## src/rtl/insr_pkg.sv

```systemverilog
// Shared fetch/decode definitions: reset PC, instruction size,
// canonical NOP, base opcodes and the fetch FSM state type.
package insr_pkg;

  localparam logic [31:0] RESET_PC_DEF = 32'h0000_0000;
  localparam int unsigned INSN_BYTES   = 4;
  localparam logic [31:0] NOP_INSN     = 32'h0000_0013;

  localparam logic [6:0] OP_RTYPE = 7'b0110011;
  localparam logic [6:0] OP_ITYPE = 7'b0010011;
  localparam logic [6:0] OP_LOAD  = 7'b0000011;
  localparam logic [6:0] OP_STORE = 7'b0100011;
  localparam logic [6:0] OP_BTYPE = 7'b1100011;
  localparam logic [6:0] OP_JTYPE = 7'b1101111;
  localparam logic [6:0] OP_JALR  = 7'b1100111;
  localparam logic [6:0] OP_LUI   = 7'b0110111;
  localparam logic [6:0] OP_AUIPC = 7'b0010111;

  typedef enum logic [0:0] {
    ST_RUN   = 1'b0,
    ST_FLUSH = 1'b1
  } fetch_state_e;

endpackage

```

## src/rtl/insr_fetch_buf.sv

```systemverilog
// Small synchronous FIFO of fetched {instr, pc} pairs.
// A clear empties it and takes priority over push/pop.
module insr_fetch_buf
  import insr_pkg::*;
#(
  parameter int unsigned XLEN  = 32,
  parameter int unsigned DEPTH = 2,
  localparam int unsigned AW   = $clog2(DEPTH)
) (
  input  logic            clk_i,
  input  logic            rst_i,
  input  logic            push_i,
  input  logic            pop_i,
  input  logic            clear_i,
  input  logic [31:0]     instr_i,
  input  logic [XLEN-1:0] pc_i,
  output logic [31:0]     head_instr_o,
  output logic [XLEN-1:0] head_pc_o,
  output logic [AW:0]     occ_o
);

  logic [31:0]     instr_q [DEPTH];
  logic [XLEN-1:0] pc_q    [DEPTH];
  logic [AW-1:0]   wr_q, rd_q;
  logic [AW:0]     occ_q;

  always_ff @(posedge clk_i or posedge rst_i) begin
    if (rst_i) begin
      for (int i = 0; i < DEPTH; i++) begin
        instr_q[i] <= NOP_INSN;
        pc_q[i]    <= '0;
      end
      wr_q  <= '0;
      rd_q  <= '0;
      occ_q <= '0;
    end else if (clear_i) begin
      wr_q  <= '0;
      rd_q  <= '0;
      occ_q <= '0;
    end else begin
      if (push_i) begin
        instr_q[wr_q] <= instr_i;
        pc_q[wr_q]    <= pc_i;
        wr_q          <= wr_q + AW'(1);
      end
      if (pop_i) begin
        rd_q <= rd_q + AW'(1);
      end
      occ_q <= occ_q + (AW+1)'(push_i) - (AW+1)'(pop_i);
    end
  end

  assign head_instr_o = instr_q[rd_q];
  assign head_pc_o    = pc_q[rd_q];
  assign occ_o        = occ_q;

endmodule

```

## src/rtl/insr_fetch.sv

```systemverilog
// Instruction fetch stage: one request in flight, small word buffer,
// redirect flushes the buffer and drops any in-flight response.
module insr_fetch
  import insr_pkg::*;
#(
  parameter int unsigned     XLEN     = 32,
  parameter logic [XLEN-1:0] RESET_PC = XLEN'(RESET_PC_DEF),
  parameter int unsigned     DEPTH    = 2
) (
  input  logic            clk,
  input  logic            rst,
  output logic            imem_req,
  output logic [XLEN-1:0] imem_addr,
  input  logic            imem_gnt,
  input  logic            imem_rvalid,
  input  logic [31:0]     imem_rdata,
  input  logic            redirect,
  input  logic [XLEN-1:0] redirect_pc,
  input  logic            dec_ready,
  output logic [31:0]     format,
  output logic [XLEN-1:0] format_pc,
  output logic            format_valid
);

  localparam int unsigned AW = $clog2(DEPTH);

  logic [XLEN-1:0] pc_q, pc_d;
  logic [XLEN-1:0] req_pc_q, req_pc_d;
  logic [XLEN-1:0] rpc_al;
  logic            out_q, out_d;
  logic            drop_q, drop_d;
  fetch_state_e    st_q, st_d;
  logic [AW:0]     occ;
  logic [AW+1:0]   need;
  logic            pop, acc_rv;

  assign rpc_al = redirect_pc & ~XLEN'(3);

  assign acc_rv = imem_rvalid & ~redirect & out_q
                & ~drop_q & (st_q == ST_RUN);

  assign format_valid = (occ != '0);
  assign pop = format_valid & dec_ready & ~redirect;

  // Slots still claimed after this cycle: buffered + in flight - leaving.
  assign need = {1'b0, occ} + (AW+2)'(out_q) - (AW+2)'(pop);

  assign imem_req = ~rst & ~redirect & (st_q == ST_RUN)
                  & (~out_q | acc_rv)
                  & (need < (AW+2)'(DEPTH));
  assign imem_addr = pc_q;

  always_comb begin
    pc_d     = pc_q;
    req_pc_d = req_pc_q;
    out_d    = out_q;
    drop_d   = drop_q;
    st_d     = st_q;
    if (st_q == ST_FLUSH) begin
      if (redirect) pc_d = rpc_al;
      if (imem_rvalid) begin
        out_d  = 1'b0;
        drop_d = 1'b0;
        st_d   = ST_RUN;
      end
    end else if (redirect) begin
      pc_d = rpc_al;
      if (out_q && !imem_rvalid) begin
        drop_d = 1'b1;
        st_d   = ST_FLUSH;
      end else begin
        out_d = 1'b0;
      end
    end else begin
      if (acc_rv) out_d = 1'b0;
      if (imem_req && imem_gnt) begin
        pc_d     = pc_q + XLEN'(INSN_BYTES);
        req_pc_d = pc_q;
        out_d    = 1'b1;
      end
    end
  end

  always_ff @(posedge clk or posedge rst) begin
    if (rst) begin
      pc_q     <= RESET_PC;
      req_pc_q <= '0;
      out_q    <= 1'b0;
      drop_q   <= 1'b0;
      st_q     <= ST_RUN;
    end else begin
      pc_q     <= pc_d;
      req_pc_q <= req_pc_d;
      out_q    <= out_d;
      drop_q   <= drop_d;
      st_q     <= st_d;
    end
  end

  insr_fetch_buf #(
    .XLEN  (XLEN),
    .DEPTH (DEPTH)
  ) u_buf (
    .clk_i        (clk),
    .rst_i        (rst),
    .push_i       (acc_rv),
    .pop_i        (pop),
    .clear_i      (redirect),
    .instr_i      (imem_rdata),
    .pc_i         (req_pc_q),
    .head_instr_o (format),
    .head_pc_o    (format_pc),
    .occ_o        (occ)
  );

endmodule

```

## config.mk

```make
export PLATFORM = sky130hd
export DESIGN_NAME = insr_fetch
export DESIGN_NICKNAME = d
export VERILOG_FILES = /design/src/rtl/insr_pkg.sv /design/src/rtl/insr_fetch_buf.sv /design/src/rtl/insr_fetch.sv
export SDC_FILE = /design/constraint.sdc
export NUM_CORES = 1
export LEC_CHECK = 0
export CAP_MARGIN = 20
export CORE_AREA = 2 2 148 135
export DETAILED_ROUTE_END_ITERATION = 16
export DIE_AREA = 0 0 150 137
export PLACE_DENSITY = 0.75
export REMOVE_ABC_BUFFERS = 1
export SLEW_MARGIN = 10
export SYNTH_ARGS = -nofsm -noshare
export SYNTH_HDL_FRONTEND = slang
export SYNTH_HIERARCHICAL = 1
export SYNTH_SLANG_ARGS = --single-unit
```

## constraint.sdc

```tcl
create_clock -name clk -period 10.02 [get_ports clk]
set_input_delay 2.505 -clock clk [delete_from_list [all_inputs] [get_ports clk]]
set_output_delay 2.505 -clock clk [all_outputs]
set_load 0.005 [all_outputs]
```

### Word level (Yosys, flattened, before mapping)

Index checks and enable logic that the tools add are counted.

* register bits after elaboration: 199
* bits in latches: 0
* RAM bits: 0
* memory bits (read-only): 0
* bits of input ports: 70
* output and inout port bits: 98
* word-level logic and storage cells: 92
* memories kept: 0

* add/subtract/negate cells: 7
* multiply operators: 0
* divide/modulo/power cells: 0
* order comparisons: 4
* eq/ne operators: 3
* shift operators: 0
* mux-type cells: 32
* bitwise logic cells: 18
* reductions and logical operators: 16

Operators with widths (count)
* $mux W32: 11
* $bwmux W64: 2
* $add A32 B3 Y32 const B: 1
* $demux W32 S1: 1
* $mux W1: 17
* $reduce_bool A2 Y1: 6
* $and A1 B1 Y1: 10
* $reduce_and A3 Y1: 3
* $not A1 Y1: 5
* $ge A2 B2 Y1 const B: 2
* $ne A2 B2 Y1 const B: 2
* $not A1 Y2: 2
* $reduce_and A2 Y1: 2
* $reduce_bool A4 Y1: 1
* $add A2 B1 Y3: 1
* $logic_and A1 B1 Y1: 3
* $lt A3 B2 Y1 const B: 1
* $ne A3 B3 Y1 const B: 1
* $sub A3 B1 Y3: 1
* $add A1 B1 Y1 const B: 2
* $add A2 B1 Y2: 1
* $lt A2 B1 Y1 const B: 1
* $mux W2: 1
* $sub A2 B1 Y2: 1
* 2 further kinds: 2

### Longest topological paths before layout

* depth after elaboration: 12
* depth in mapped cells: 14
* depth with buffers taken out: 10

### Cells and area by module

The synthesis kept the hierarchy.

Modules (own cells, without submodules)
* insr_fetch_buf: times used 1, cells each 359, area each 6059.6 um2, seq. area each 3310.7 um2
* insr_fetch: times used 1, cells each 365, area each 3281.9 um2, seq. area each 1576.5 um2

### Worst setup path before layout

Ideal clock, no wire load.

* kind: in2out
* from: input port redirect
* to: output port imem_req
* arrival time: 4820 ps
* required time: 7515 ps
* slack: 2695 ps
* stages on the path: 10
* path buffers: 3
* path through: clkbuf_1 clkbuf_1 clkbuf_1 and3b_1 ha_1 nand2b_1 fa_1 nor4b_4 nand2_1 a21oi_1

* elaborated cells on any way between the ends: 13
* those cells by class: add/sub (1); order compare (1); bitwise (11)

RTL lines
* start, declared: RTL line insr_fetch.sv:17 `input logic redirect,`
* $not A1 Y1 (no line)
* $and A1 B1 Y1: RTL line insr_fetch.sv:43 `assign pop = format_valid & dec_ready & ~redirect;`
* named net pop: RTL line insr_fetch.sv:35 `logic pop, acc_rv;`
* $sub A3 B1 Y3: RTL line insr_fetch.sv:46 `assign need = {1'b0, occ} + (AW+2)'(out_q) - (AW+2)'(pop);`
* $lt A3 B2 Y1: RTL line insr_fetch.sv:50 `& (need < (AW+2)'(DEPTH));`
* $and A1 B1 Y1: RTL line insr_fetch.sv:50
* end, declared: RTL line insr_fetch.sv:12 `output logic imem_req,`

The timed path passes the listed nets, and every way through them passes these cells.

### Final worst setup path

* from: input port dec_ready
* to: output port imem_req

* cells in the longest elaborated chain, start to end: 5

Ends and longest elaborated chain
* start, declared: RTL line insr_fetch.sv:19 `input logic dec_ready,`
* $and A1 B1 Y1 (2 in series): RTL line insr_fetch.sv:43
* named net pop: RTL line insr_fetch.sv:35
* $sub A3 B1 Y3: RTL line insr_fetch.sv:46
* $lt A3 B2 Y1: RTL line insr_fetch.sv:50
* $and A1 B1 Y1: RTL line insr_fetch.sv:50

The timed path passes the listed nets, and every way through them passes these cells.

==> summary.md <==
| Metric | Value |
|---|---|
| FFs w/ async S/R, synth | `100%` |
| Top delay family on crit path | `buffers and inverters` |
| Cts hold-fix bufs | `0` |
| EDFF count, synth | `0` |
| Syn Area/Cell | `12.9 µm²` |
| CTS Sinks | `195` |
| Starting Density | `49.2%` |
| Core Region | `roughly 19000 µm²` |
| Max FO, Critical Path | `3` |
| Headroom to the max-slew limit | `around 25%` |
| Drt pass-1 iters | `4` |
| ANT nets after route | `0` |
| Vias | `6073` |
| GRT Overall Usage | `20.8%` |
| Worst EP required | `7520 ps` |
| Synthesis-to-finish area growth | `24.5%` |
| Synthesized cell area | `9340 µm²` |
| Max stage delay cell, worst path | `clkdlybuf4s50_1` |
| Vias in the first global route | `6300` |
| CTS tree | `done` |
| DIE WIDTH | `~150 µm` |
| Post-CTS Setup Repair Bufs | `0` |
| Remaining DRCs | `0` |
| Maximum clock rate | `130 MHz` |
| Share of the yosys chip area belonging to registers | `52.3%` |
| Yosys warns | `6` |
| I/O Buffers | `163` |
| Largest net degree at the start of global routing | `71` |
| Htree depth | `4` |
| Worst slew pin tran | `1130 ps` |
| Post-detail-place hpwl | `13100 µm` |
| Unrepaired setup endpoints after global routing | `false` |
| Vias per cell | `approximately 5.3` |
| Synthesized flop and latch total | `195` |
| Row count | `48` |
| Main synth FF type | `dfrtp_1` |
| Crit-path cells | `clkdlybuf4s50_1, and3b_1, ha_1, nand2b_1, fa_1, nor4b_4, nand2_1, a21oi_1, clkdlybuf4s50_1` |
| Crit path top cell by count | `clkdlybuf4s50_1` |
| First-pass GRT wire length | `around 33000 µm` |
| Run status | `finished, final reports clean` |
| Leakage | `5.43 nW` |
| Clock Latency Late Sink | `420 ps` |
| PwrDens | `203 nW/µm²` |
| Crit path buf inv count | `2` |
| Die area | `around 21000 µm²` |
| Hold Path Class | `flip-flop to flip-flop` |
| Crit path largest cell delay | `540 ps` |
| Final WL | `around 20000 µm` |
| CTS Buf Count | `17` |
| Final setup vio count | `0` |
| Crit Path Class | `input port to output pin` |
| Endpoints failing hold | `0` |
| Crit end category | `output pin` |
| GPL Wtd Cong | `0.834` |
| Min Clock Period, post-route | `a little under 8000 ps` |
| Clock Tree Buf Depth | `2` |
| Clk Tree Root Cell | `clkbuf_16` |
| Die height | `about 140 µm` |
| # IOs | `between 150 and 200` |
| Share of cells above drive strength 1 | `28.0%` |
| Pre-CTS setup slack | `2340 ps` |
| Final Skew | `10.2 ps` |
| Clock-pin slew on the worst setup and hold paths | `70 ps` |
| Initial DRC Count | `333` |
| Grt total ovfl | `0` |
| Fin Setup TNS | `0 ps` |
| Final Cycle Share | `approximately 77%` |
| Fill cell count | `1550` |
| Wire per inst | `18.0 µm` |
| Crit start category | `input port` |
| Fin nets | `951` |
| Final Max Tran Viols | `0` |
| Peak supply drop | `~0.12 mV` |
| Syn Inst Count | `724` |
| # resized after CTS | `0` |
| CP Data Arrival Time | `between 5000 and 6000 ps` |
| Max Cap Viol | `0` |
| Synth cell types | `65` |
| Diodes inserted | `0` |
| Antenna violations before repair | `0` |
| Setup WS post-layout | `2330 ps` |
==> layer usage <==
layer / share of wire [%] / wire length, µm / track usage, %
met5: 0 / 0 / 0
met4: 0.75 / 153 / 4.87
met3: 6.2 / 1270 / 5.70
met2: 46 / 9390 / 32.5
met1: 47 / 9680 / 29.0
==> cells by family after synthesis <==
kind of cell / count (synthesis) / share of synthesized area (%)
multiplexers: 195 / 25.9
buffers and inverters: 57 / 4.35
other: 1 / 0.0401
adder cells (fa/ha/maj): 5 / 0.750
flip-flops: 195 / 52.3
AND/OR/NAND/NOR: 193 / 10.5
XOR/XNOR: 12 / 1.27
AO/OA/AOI/OAI: 66 / 4.86
==> cell usage after synthesis, drive strengths merged, types with 2 or more instances <==
| master | count | share of area, % |
|---|---|---|
| a41o | 3 | 0.32 |
| or2 | 4 | 0.27 |
| mux2i | 3 | 0.32 |
| and4 | 4 | 0.37 |
| buf | 30 | 3.3 |
| o31a | 2 | 0.19 |
| mux2 | 192 | 26 |
| a311oi | 7 | 0.66 |
| and3 | 5 | 0.33 |
| nor4 | 5 | 0.66 |
| nand3b | 2 | 0.16 |
| or3 | 2 | 0.13 |
| nand3 | 10 | 0.54 |
| nor2b | 8 | 0.54 |
| nand2b | 6 | 0.40 |
| a211oi | 6 | 0.48 |
| dfrtp | 189 | 51 |
| nand2 | 107 | 4.3 |
| o21ai | 18 | 0.96 |
| dfstp | 6 | 1.7 |
| ha | 4 | 0.54 |
| clkbuf | 12 | 0.48 |
| nor3 | 10 | 0.71 |
| nor3b | 2 | 0.21 |
| o31ai | 3 | 0.24 |
| o22ai | 2 | 0.13 |
| xnor2 | 10 | 0.94 |
| inv | 15 | 0.60 |
| a21oi | 13 | 0.70 |
| or4 | 3 | 0.28 |
| nand4 | 4 | 0.43 |
| nor2 | 17 | 0.68 |
==> state kept, by name, summed over array words and instances, names as in the netlist <==
name,flops
u_buf/wr_q,1
st_q,1
u_buf/rd_q,1
out_q,1
u_buf/occ_o,2
u_buf/pc_q,64
req_pc_q,30
drop_q,1
imem_addr,30
u_buf/instr_q,64
==> path summary, 6_finish.rpt <==
kind,start,end,slack [ps],cells after the start
min in group asynchronous,rst,u_buf/pc_q[60],2650,2
worst min register to register,u_buf/instr_q[58],u_buf/instr_q[58],490,1
worst max register to register,u_buf/occ_o[1],imem_addr[15],5960,11
worst max-delay path,dec_ready,imem_req,2330,9
max in group asynchronous,rst,u_buf/rd_q,5950,3
worst min-delay path,u_buf/instr_q[58],u_buf/instr_q[58],490,1
==> through the flow <==
stage,power [mW],utilization (%),instance area [µm²],hold slack [ps],instances
after floorplan,1.34,-,9010,454,687
after global placement,1.67,58.1,11000,464,1107
after detailed placement,1.69,58.1,11000,476,1107
after CTS,2.39,61.3,11600,493,1139
after global routing,2.49,61.3,11600,504,1139
final,2.36,61.3,11600,489,1139
==> area by class of cell <==
class	count	area, µm²	area share [%]
sequential	195	4890	42.1
tap	250	313	2.69
multi-input combinational	477	4080	35.1
timing repair buffer	170	1680	14.4
clock inverter	14	174	1.50
inverter	15	61.3	0.527
clock buffer	18	429	3.69
==> report_power, final <==
part           internal [mW]  switching (mW)
registers              0.953           0.110
logic                  0.400           0.203
clock network          0.377           0.314
==> placed cells by master (no fill, tap or decap), types with 4 or more instances in the layout <==
cell and count:
dfrtp_1 188, clkdlybuf4s50_1 162, mux2_2 127, nand2_1 107, mux2_4 60, nor2_1 17
o21ai_0 17, clkbuf_16 17, inv_1 13, a21oi_1 13, xnor2_1 10, nand3_1 10
nor2b_1 8, nor3_1 8, a311oi_1 7, buf_4 7, nand2b_1 6, a211oi_1 6
conb_1 6, dfstp_2 6, and3_1 5, mux2_1 5, and4_1 4, or2_2 4
ha_1 4, inv_6 4
Note: power is estimated with default switching activity, not from simulation.
